==> src/rtl/ser_rx.sv <==
// Framed serial receiver: active-low sync strobe, PAD_BITS pad bits then DATA_W payload, MSB first.
// Define SER_RX_CTRL_CHECK_EN to reject full frames whose pad bits are nonzero.
module ser_rx #(
  parameter int DATA_W   = 16,
  parameter int PAD_BITS = 2
) (
  input  logic              clk,
  input  logic              rst,
  input  logic              sdi,
  input  logic              sync,
  output logic [DATA_W-1:0] data_out,
  output logic              data_valid,
  output logic              frame_err,
  output logic [15:0]       frame_cnt,
  output logic              busy
);

  localparam int FRAME_LEN = PAD_BITS + DATA_W;
  localparam logic [4:0] LEN5 = 5'(FRAME_LEN);

  typedef enum logic [1:0] {
    IDLE,
    SHIFT,
    OVERRUN
  } state_t;

  state_t                 state, nstate;
  logic [4:0]             cnt, ncnt;
  logic [FRAME_LEN-1:0]   shreg, nsh;
  logic [DATA_W-1:0]      ndout;
  logic                   nvalid, nerr;
  logic [15:0]            nfcnt;
  logic [FRAME_LEN-1:0]   shifted;

  assign shifted = (shreg << 1) | FRAME_LEN'(sdi);

  always_ff @(posedge clk or posedge rst) begin
    if (rst) begin
      state      <= IDLE;
      cnt        <= '0;
      shreg      <= '0;
      data_out   <= '0;
      data_valid <= 1'b0;
      frame_err  <= 1'b0;
      frame_cnt  <= '0;
      busy       <= 1'b0;
    end else begin
      state      <= nstate;
      cnt        <= ncnt;
      shreg      <= nsh;
      data_out   <= ndout;
      data_valid <= nvalid;
      frame_err  <= nerr;
      frame_cnt  <= nfcnt;
      busy       <= (nstate != IDLE);
    end
  end

  always_comb begin
    nstate = state;
    ncnt   = cnt;
    nsh    = shreg;
    ndout  = data_out;
    nvalid = 1'b0;
    nerr   = 1'b0;
    nfcnt  = frame_cnt;
    unique case (state)
      IDLE: begin
        if (!sync) begin
          nstate = SHIFT;
          ncnt   = 5'd1;
          nsh    = shifted;
        end
      end
      SHIFT: begin
        if (!sync) begin
          if (cnt == LEN5) begin
            nstate = OVERRUN;
            nerr   = 1'b1;
          end else begin
            nsh  = shifted;
            ncnt = (cnt == 5'h1f) ? cnt : cnt + 5'd1;
          end
        end else begin
          nstate = IDLE;
          ncnt   = '0;
          if (cnt == LEN5) begin
`ifdef SER_RX_CTRL_CHECK_EN
            if (shreg[FRAME_LEN-1:DATA_W] != '0) begin
              nerr = 1'b1;
            end else begin
              ndout  = shreg[DATA_W-1:0];
              nvalid = 1'b1;
              nfcnt  = frame_cnt + 16'd1;
            end
`else
            ndout  = shreg[DATA_W-1:0];
            nvalid = 1'b1;
            nfcnt  = frame_cnt + 16'd1;
`endif
          end else begin
            nerr = 1'b1;
          end
        end
      end
      OVERRUN: begin
        if (sync) begin
          nstate = IDLE;
          ncnt   = '0;
        end
      end
      default: begin
        nstate = IDLE;
        ncnt   = '0;
      end
    endcase
  end

endmodule

==> config.mk <==
export PLATFORM = sky130hd
export DESIGN_NAME = ser_rx
export DESIGN_NICKNAME = d
export VERILOG_FILES = /design/src/rtl/ser_rx.sv
export SDC_FILE = /design/constraint.sdc
export NUM_CORES = 1
export LEC_CHECK = 0
export CAP_MARGIN = 20
export CORE_ASPECT_RATIO = 0.8
export CORE_MARGIN = 8
export CORE_UTILIZATION = 30
export DETAILED_ROUTE_END_ITERATION = 10
export PLACE_DENSITY = 0.53
export SYNTH_ARGS = -nofsm -noshare
export SYNTH_HDL_FRONTEND = slang
export SYNTH_SLANG_ARGS = --single-unit
==> constraint.sdc <==
create_clock -name clk -period 2.15 [get_ports clk]
set_input_delay 0.5375 -clock clk [delete_from_list [all_inputs] [get_ports clk]]
set_output_delay 0.5375 -clock clk [all_outputs]
set_load 0.03 [all_outputs]
-- After elaboration in Yosys (flattened, before gate mapping)
Index checks and enable logic that the tools add are counted.
- register bits: 58
- bits of input ports: 4
- output and inout port bits: 35
- logic and storage cells: 48
- add/subtract/negate cells: 2
- eq/ne operators: 10
- muxes and demuxes: 21
- bitwise operators: 1
- reductions and logical operators: 6
- operator list (operator ; count):
    two-way mux 16 bit ; 3
    one-hot mux 16 bit (2 select lines) ; 1
    two-way mux 5 bit ; 5
    adder 16 x 1 -> 16 bit, second input constant ; 1
    bitwise OR 16 x 1 -> 16 bit ; 1
    one-hot mux 5 bit (3 select lines) ; 1
    equality test 5 bit, second input constant ; 2
    two-way mux 2 bit ; 4
    inequality test 2 bit, second input constant ; 4
    AND reduction 4 bit ; 2
    two-way mux 1 bit ; 6
    inequality test 3 bit, second input constant ; 2
    one-hot mux 2 bit (3 select lines) ; 1
    adder 5 x 1 -> 5 bit, second input constant ; 1
    nonzero test 2 bit ; 2
    AND reduction 3 bit ; 1
    equality test 2 x 1 -> 1 bit, second input constant ; 1
    equality test 2 bit, second input constant ; 1
    logical NOT 2 bit ; 1

-- Logic depth before layout (Yosys ltp)
Gate-level depths: netlist of the first run.
- depth after elaboration: 5
- gate-level depth with buffers: 11
- gate-level depth less buffers: 9

-- Worst setup path after synthesis of the first run
OpenSTA, ideal clock, no wires.
- path kind: reg2reg
- from: register cnt[0]
- to: register frame_cnt[14]
- setup time: 0.133 ns
- arrival: 1.856 ns
- required time: 2.017 ns
- path slack: 0.160 ns
- stages on the path, launching flop included: 9
- buffers on the path: 0
- period minus slack after synthesis: 1.990 ns
- path through: dfrtp_1 inv_1 ha_1 and4bb_4 ha_1 nand4b_1 nor4_2 nand3_1 xnor2_1
- longest elaborated chain between the ends: 2
- RTL lines (element ; RTL line ; text):
    from (decl) ; 28 ; logic [4:0] cnt, ncnt;
    from (signal assigned) ; 49 ; cnt <= ncnt;
    equality test 5 bit ; 87 ; if (cnt == LEN5) begin
    AND reduction 3 bit (no line) ; n/a ;
    to (signal assigned) ; 54 ; frame_cnt <= nfcnt;
    to (decl) ; 14 ; output logic [15:0] frame_cnt,
No other way between the ends.
A chain may end at the register's enable or synchronous reset.

-- Final worst setup path of the first run
- from: register frame_cnt[3]
- to: output port frame_cnt[3]
No word-level cell between the ends.

==> results.txt, run 1 <==
----------------------------------------------------
[Floorplan]
  Standard cell core area ... 8330 um^2
  Number of ports placed on the die boundary ... 39
  Initial core utilization ... 30.4%
  Floorplan die height ... 98.2 um
  Cell row count ... 30
  Die boundary width ... 119 um
  Die outline area ... 11700 um^2

[Pwr]
  Final total power ... 2.51 mW
  Worst IR drop on VDD ... 239 uV
  Power density normalized to cell area ... 743 nW/um^2
  Pleak ... 1.61 nW

[Placement]
  Count of buffers inserted at the top-level ports ... 38
  Gp weighted congestion ... 0.776
  Instance area at placement ... 3160 um^2
  Half-perimeter wire length of the detailed placement result ... 3.54 mm

[Setup path]
  Arrival time of data at the critical path endpoint ... 1.52 ns
  Setup crit start kind ... register
  Critical Path Slowest Stage Cell ... clkdlybuf4s50_1
  Sort of element at the end of the critical path ... output pin
  Endpoint of the lowest-slack register-to-register path ... cnt[3]
  Buffers & Inverters on Critical Path ... 1
  Setup Crit Path Kind ... reg2out
  Gate family responsible for the most delay along the worst path ... buffers and inverters
  Instance count on the critical path ... 1
  Start of the worst register-to-register path ... cnt[0]
  Internal reg-to-reg setup slack ... 0.10 ns
  Required time at the worst-slack endpoint ... 1.61 ns
  FF-to-FF path depth ... 8
  Maximum fanout along the worst path ... 7
  Worst path cell trace ... clkdlybuf4s50_1
  Biggest cell delay along the critical path ... 0.72 ns

[STA]
  Slew Viols, Final ... 0
  Worst relative slew slack ... 68.7%
  Count of endpoints failing hold in the final timing report ... 0
  Layout Skew ... 0.00936 ns
  Transition time of the tightest slew-check pin ... 0.468 ns
  Time the worst path needs with I/O delays and setup ... 2.06 ns
  Setup repair after global routing missed its margin ... true
  Fin crit share ... 95.7%
  Final worst hold slack ... 0.473 ns
  Highest clock rate ... 0.486 GHz
  Finish-stage setup viols ... 0

[Clocking]
  TritonCTS clock tree ... yes
  CTS Sinks ... 58
  Hold-fix buffers at CTS ... 0
  Total CTS buffers ... 9
  Clock-pin slew on the worst setup and hold paths ... 0.06 ns
  H-tree levels ... 3
  Root Buffer Master ... clkbuf_8
  Clock latency reported for the late side of the worst-skew pair ... 0.33 ns
  CTS Buffer Depth ... 2

[Layout]
  Finished layout cell area ... 3380 um^2
  Area Overhead vs Synth ... 33.4%
  Register cell area after layout ... 1450 um^2
  Commonest non-fill, non-tap cells in the layout ... dfrtp_1, nand2_1, clkdlybuf4s50_1
  Fill cell total of the finished layout ... 821
  Antenna diode count ... 0
  Area of the multi-input gates ... 1030 um^2
  Share of final-layout standard cells stronger than drive strength 1 ... 21.9%
  Most frequent standard cell in the layout excluding fill and tap cells ... dfrtp_1
  Final layout net count ... 284

[Drt]
  Drt wl/cell ... 12.6 um
  Count of vias placed by the detailed router ... 1723
  Number of nets still failing antenna checks after routing ... 0
  # DRC ... 0
  Routed wire length ... 4.94 mm
  Drt initial violations ... 114
  Via/cell ratio ... 4.41
  First-pass iteration count of the detailed router ... 4

[Logic synthesis]
  Post-synthesis instance area ... 2540 um^2
  Mapped Avg Cell Area ... 11.7 um^2
  Simple-gate portion of the synthesized area ... 18.3%
  Combinational family with the most area after synthesis ... simple AND/OR/NAND/NOR gates
  Xor and xnor area share after synthesis ... 5.18%
  Fraction of synthesized area in multiplexers ... 8.44%
  Yosys warns ... 0
  Largest area contributor in the synthesized netlist ... dfrtp_1
  Top cell type's share of synthesized area ... 57.2%
  Cell count after synthesis ... 217
  Number of storage elements in the synthesis netlist ... 58
  Synth Net Count ... 227
  Sequential share of the synthesized area ... 57.2%
  Largest cells by area after synthesis ... dfrtp_1, nand2_1, mux2_4
  Post-synthesis compound-gate area fraction ... 4.74%
  Adder-cell share of the synthesized area ... 2.96%
  Synth cell types ... 39

[GRT]
  Vias in the first global route ... 1857
  Maximum number of pins on one net before global-route repair ... 28
  Wire length of the first global-routing pass ... 9.06 mm
  Initial antenna violation count ... 0
  Final global-route overflow total ... 0
  Total global-route track usage ... 9.67%

[Worst hold path]
  Path type of the worst min-delay path ... reg2reg
  Startpoint of the lowest-slack hold path ... data_out[3]
  Hold path cells ... 2
  Destination of the worst hold path ... data_out[3]

[Outcome]
  Run status ... complete, no violations

[Run]
  MaxCap Viol Count ... 0

----------------------------------------------------
[how the worst max path moves through the flow]
| stage | end | start |
|---|---|---|
| 4_1_cts | frame_cnt[15] | cnt[0] |
| 3_5_place_dp | cnt[3] | sync |
| 3_3_place_gp | cnt[3] | sync |
| 2_1_floorplan | frame_cnt[14] | cnt[0] |
| 5_1_grt | cnt[3] | cnt[0] |
| 6_report | frame_cnt[3] | frame_cnt[3] |
[through the flow]
step / cells / setup TNS (ns) / setup slack (ns) / util, %
final: 391 / 0 / 0.0925 / 40.6
after global routing: 391 / -0.00934 / -0.00934 / 40.6
after CTS: 390 / -0.0515 / -0.0232 / 40.2
after detailed placement: 374 / -2.26 / -0.251 / 37.9
after global placement: 374 / -1.75 / -0.210 / 37.9
after floorplan: 217 / 0 / 0.160 / -
[flip-flops by register name, indices dropped and copies added (netlist names)]
name	flops
data_out	16
frame_cnt	16
shreg	16
cnt	5
state	2
busy	1
data_valid	1
frame_err	1
[per-layer routing]
layer	share of wire (%)	track usage, %	vias to the layer above
met3	5.7	3.92	8
met4	1.9	4.95	0
met5	0	0	-
met2	45	14.8	31
li1	-	-	834
met1	47	11.5	850
[cell usage after synthesis]
| cell | number |
|---|---|
| buf_12 | 1 |
| and3_2 | 1 |
| inv_1 | 6 |
| a32o_1 | 1 |
| or3b_2 | 1 |
| nand2b_1 | 2 |
| clkinv_2 | 1 |
| or2_2 | 1 |
| nor2b_1 | 1 |
| a21oi_1 | 2 |
| a311oi_4 | 1 |
| nor3_2 | 1 |
| and4bb_4 | 1 |
| mux2_2 | 7 |
| xor2_1 | 5 |
| nor2_1 | 9 |
| nand3_1 | 7 |
| mux2_4 | 9 |
| ha_1 | 6 |
| nand2_1 | 57 |
| o21ai_0 | 4 |
| nand2b_4 | 1 |
| nand4b_1 | 1 |
| dfrtp_1 | 58 |
| or3b_1 | 1 |
| or2_1 | 1 |
| xnor2_1 | 10 |
| buf_2 | 5 |
| o41ai_1 | 1 |
| buf_4 | 1 |
| a311o_1 | 1 |
| a211oi_4 | 1 |
| nand3b_1 | 1 |
| or3_1 | 2 |
| nand4_1 | 3 |
| and3_1 | 2 |
| o31ai_1 | 1 |
| nor4_2 | 2 |
| o21a_1 | 1 |
[report_power, final]
part / internal (mW) / switching, mW
Sequential: 1.22 / 0.0951
Combinational: 0.159 / 0.0797
Clock: 0.532 / 0.432
Total: 1.91 / 0.607
[final cells by class]
class / count / share of cell area, %
clock buffer: 11 / 3.88
clock inverter: 5 / 1.63
inverter: 7 / 0.814
multi-input combinational: 145 / 30.6
sequential: 58 / 42.9
tap: 112 / 4.14
timing repair buffer: 53 / 16.1
[repair_timing]
action / in CTS / in global routing
pin swaps: 0 / 2
hold endpoints to repair: 0 / 0
buffers inserted: 0 / 1
endpoints found under the setup margin: 4 / 10
resized for setup: 0 / 7
[kinds of logic after synthesis]
group,Yosys count
flops,58
xor+xnor,15
simple gates,95
mux,16
fa+ha+maj,6
buf+inv,14
compound gates,13
Power figures use the tool's default switching activity.
==> run 2, diff against run 1 <==
CORE_UTILIZATION = 38   (was 30)
PLACE_DENSITY = 0.63   (was 0.53)
==> results.txt, run 2 (synthesis gave the netlist of run 1 again) <==
----------------------------------------------------
[Pwr]
  Final total power ... 2.55 mW (+1.6%)
  Fraction of power spent switching nets ... 22.8% (-1.3 points)
  Net Switching ... 0.583 mW (-3.9%)
  Proportion of power drawn by flip-flops and latches ... 51.3% (-0.8 points)
  Clk pwr share ... 39.3% (+0.9 points)
  Pleak ... 1.60 nW (-0.60%)
  Power density normalized to cell area ... 769 nW/um^2 (+3.5%)
  Cell-internal power ... 1.97 mW (+3.4%)
  Proportion of power drawn by combinational gates ... 9.4% (about the same)
  Worst IR drop on VDD ... 404 uV (+69%)

[Drt]
  Drt initial violations ... 41 (-64%)
  Via/cell ratio ... 4.79 (+8.8%)
  Number of nets still failing antenna checks after routing ... 0 (unchanged)
  Amount of wire on met2 after detailed routing ... 2.01 mm (-10%)
  Max layer used ... met4
  Count of vias placed by the detailed router ... 1730 (+0.41%)
  First-pass iteration count of the detailed router ... 4 (unchanged)
  Detail Route met3 WL ... 381 um (+34%)
  Drt wl/cell ... 13.8 um (+9.1%)
  Routed wire length ... 4.98 mm (+0.71%)
  # DRC ... 0 (unchanged)
  Detailed-route wire length on metal 1 ... 2.53 mm (+8.4%)

[Worst hold path]
  Path type of the worst min-delay path ... reg2reg

[Clocking]
  CTS Sinks ... 58 (unchanged)
  Root Buffer Master ... clkbuf_8
  CTS Buffer Depth ... 2 (unchanged)
  Clock-pin slew on the worst setup and hold paths ... 0.06 ns (about the same)
  Hold-fix buffers at CTS ... 0 (unchanged)
  H-tree levels ... 3 (unchanged)
  TritonCTS clock tree ... yes
  Total CTS buffers ... 9 (unchanged)
  Clock latency reported for the late side of the worst-skew pair ... 0.33 ns (about the same)

[Floorplan]
  Die outline area ... 9560 um^2 (-18%)
  Cell row count ... 26 (-13%)
  Initial core utilization ... 39.6% (+9.1 points)
  Floorplan die height ... 89.1 um (-9.3%)
  Die boundary width ... 107 um (-9.6%)
  Standard cell core area ... 6410 um^2 (-23%)
  Number of ports placed on the die boundary ... 39 (unchanged)

[Setup path]
  Worst path cell trace ... inv_1, ha_1, and4bb_4, ha_2, nand4b_1, buf_4, nor2_1, nand4_1, xnor2_1
  Setup crit start kind ... register
  Sort of element at the end of the critical path ... register
  Arrival time of data at the critical path endpoint ... 2.30 ns (+0.78 ns)
  Maximum fanout along the worst path ... 4 (-3)
  Critical Path Slowest Stage Cell ... dfrtp_1
  Biggest cell delay along the critical path ... 0.42 ns (-0.30 ns)
  Required time at the worst-slack endpoint ... 2.36 ns (+0.75 ns)
  Setup Crit Path Kind ... reg2reg

[STA]
  Highest clock rate ... 0.479 GHz (-1.4%)
  Setup repair after global routing missed its margin ... true
  Time the worst path needs with I/O delays and setup ... 2.09 ns (+0.0303 ns)
  Transition time of the tightest slew-check pin ... 0.418 ns (-0.0506 ns)
  Finish-stage setup viols ... 0 (unchanged)
  Worst relative slew slack ... 72.1% (+3.4 points)
  Count of endpoints failing hold in the final timing report ... 0 (unchanged)
  Fin crit share ... 97.1% (+1.4 points)
  Final worst hold slack ... 0.472 ns (-0.00121 ns)
  Layout Skew ... 0.00516 ns (-0.00420 ns)
  Slew Viols, Final ... 0 (unchanged)

[Layout]
  Area Overhead vs Synth ... 30.9%
  Final layout net count ... 282 (-0.70%)
  Share of final-layout standard cells stronger than drive strength 1 ... 20.2% (-1.6 points)
  Non-filler cells in the finished layout ... 361 (-7.7%)
  Commonest non-fill, non-tap cells in the layout ... dfrtp_1, nand2_1, clkdlybuf4s50_1
  Registers with the most flip-flops ... data_out (16), frame_cnt (16), shreg (16)
  Most frequent standard cell in the layout excluding fill and tap cells ... dfrtp_1
  Antenna diode count ... 0 (unchanged)

[Placement]
  Count of buffers inserted at the top-level ports ... 38 (unchanged)
  Placed Instances ... 344 (-8.0%)
  Gp weighted congestion ... 0.789 (+1.7%)
  Half-perimeter wire length of the detailed placement result ... 3.46 mm (-2.1%)

[GRT]
  Vias in the first global route ... 1730 (-6.8%)
  Wire length of the first global-routing pass ... 8.69 mm (-4.1%)
  Total global-route track usage ... 11.7% (+2.0 points)
  Initial antenna violation count ... 0 (unchanged)
  Final global-route overflow total ... 0 (unchanged)
  Maximum number of pins on one net before global-route repair ... 43 (+54%)

[Run]
  MaxCap Viol Count ... 0 (unchanged)

[Outcome]
  Run status ... complete, no violations

----------------------------------------------------
run 2: cell count changes in the layout (fill, tap and decap cells not counted), moves of 2 or more:
cell        before  now
clkbuf_8         9   11
clkinvlp_4       2    0
ha_1             3    5
ha_2             3    1
run 2: final timing paths:
check                       startpoint           end  slack (ns)  cells after the start
max                             cnt[0]  frame_cnt[9]        0.06                      9
min                        data_out[0]   data_out[0]        0.47                      2
max reg2reg                     cnt[0]  frame_cnt[9]        0.06                      9
min reg2reg                data_out[0]   data_out[0]        0.47                      2
max in group asynchronous          rst     shreg[12]        1.09                      3
min in group asynchronous          rst          busy        0.51                      2
run 2: power groups by stage:
stage | sequential (mW) | clock [mW] | combinational [mW]
2_1_floorplan | 1.30 | 0 | 0.196
6_report | 1.31 | 1.00 | 0.239
3_3_place_gp | 1.33 | 0 | 0.231
4_1_cts | 1.31 | 1.03 | 0.242
5_1_grt | 1.34 | 1.09 | 0.263
3_5_place_dp | 1.33 | 0 | 0.240
run 2: final cells by class:
type / instances / area, um^2
Sequential cell: 58 / 1450
Multi-Input combinational cell: 145 / 1020
Timing Repair Buffer: 51 / 515
Clock buffer: 14 / 163
Inverter: 7 / 27.5
Fill cell: 567 / 3090
Tap cell: 84 / 105
Clock inverter: 2 / 35.0
run 2: metal layers:
| metal | vias up | GRT usage (%) |
|---|---|---|
| li1 | 845 | - |
| met1 | 839 | 15.2 |
| met3 | 5 | 6.05 |
| met2 | 41 | 16.0 |
| met5 | - | 0 |
| met4 | 0 | 4.52 |
run 2: what timing repair did:
item / in CTS / in global routing
pin swaps: 1 / 1
resized for setup: 0 / 3
buffers inserted: 0 / 1
setup endpoints to repair: 5 / 13
run 2: metrics by stage:
stage	util (%)	area (um^2)	setup TNS (ns)	setup slack, ns
finish	51.8	3320	0	0.0622
global route	51.8	3320	-0.325	-0.0653
CTS	51.4	3290	-0.00499	-0.00499
detailed placement	48.3	3100	-1.17	-0.136
global placement	48.3	3100	-0.802	-0.107
floorplan	-	2540	0	0.160
run 2: worst max-delay path: cells and delay by family (launching register included):
kind,cells,cell delay [ns]
simple gates,4,0.80
fa+ha+maj,2,0.34
flops,1,0.42
buf+inv,2,0.27
xor+xnor,1,0.15
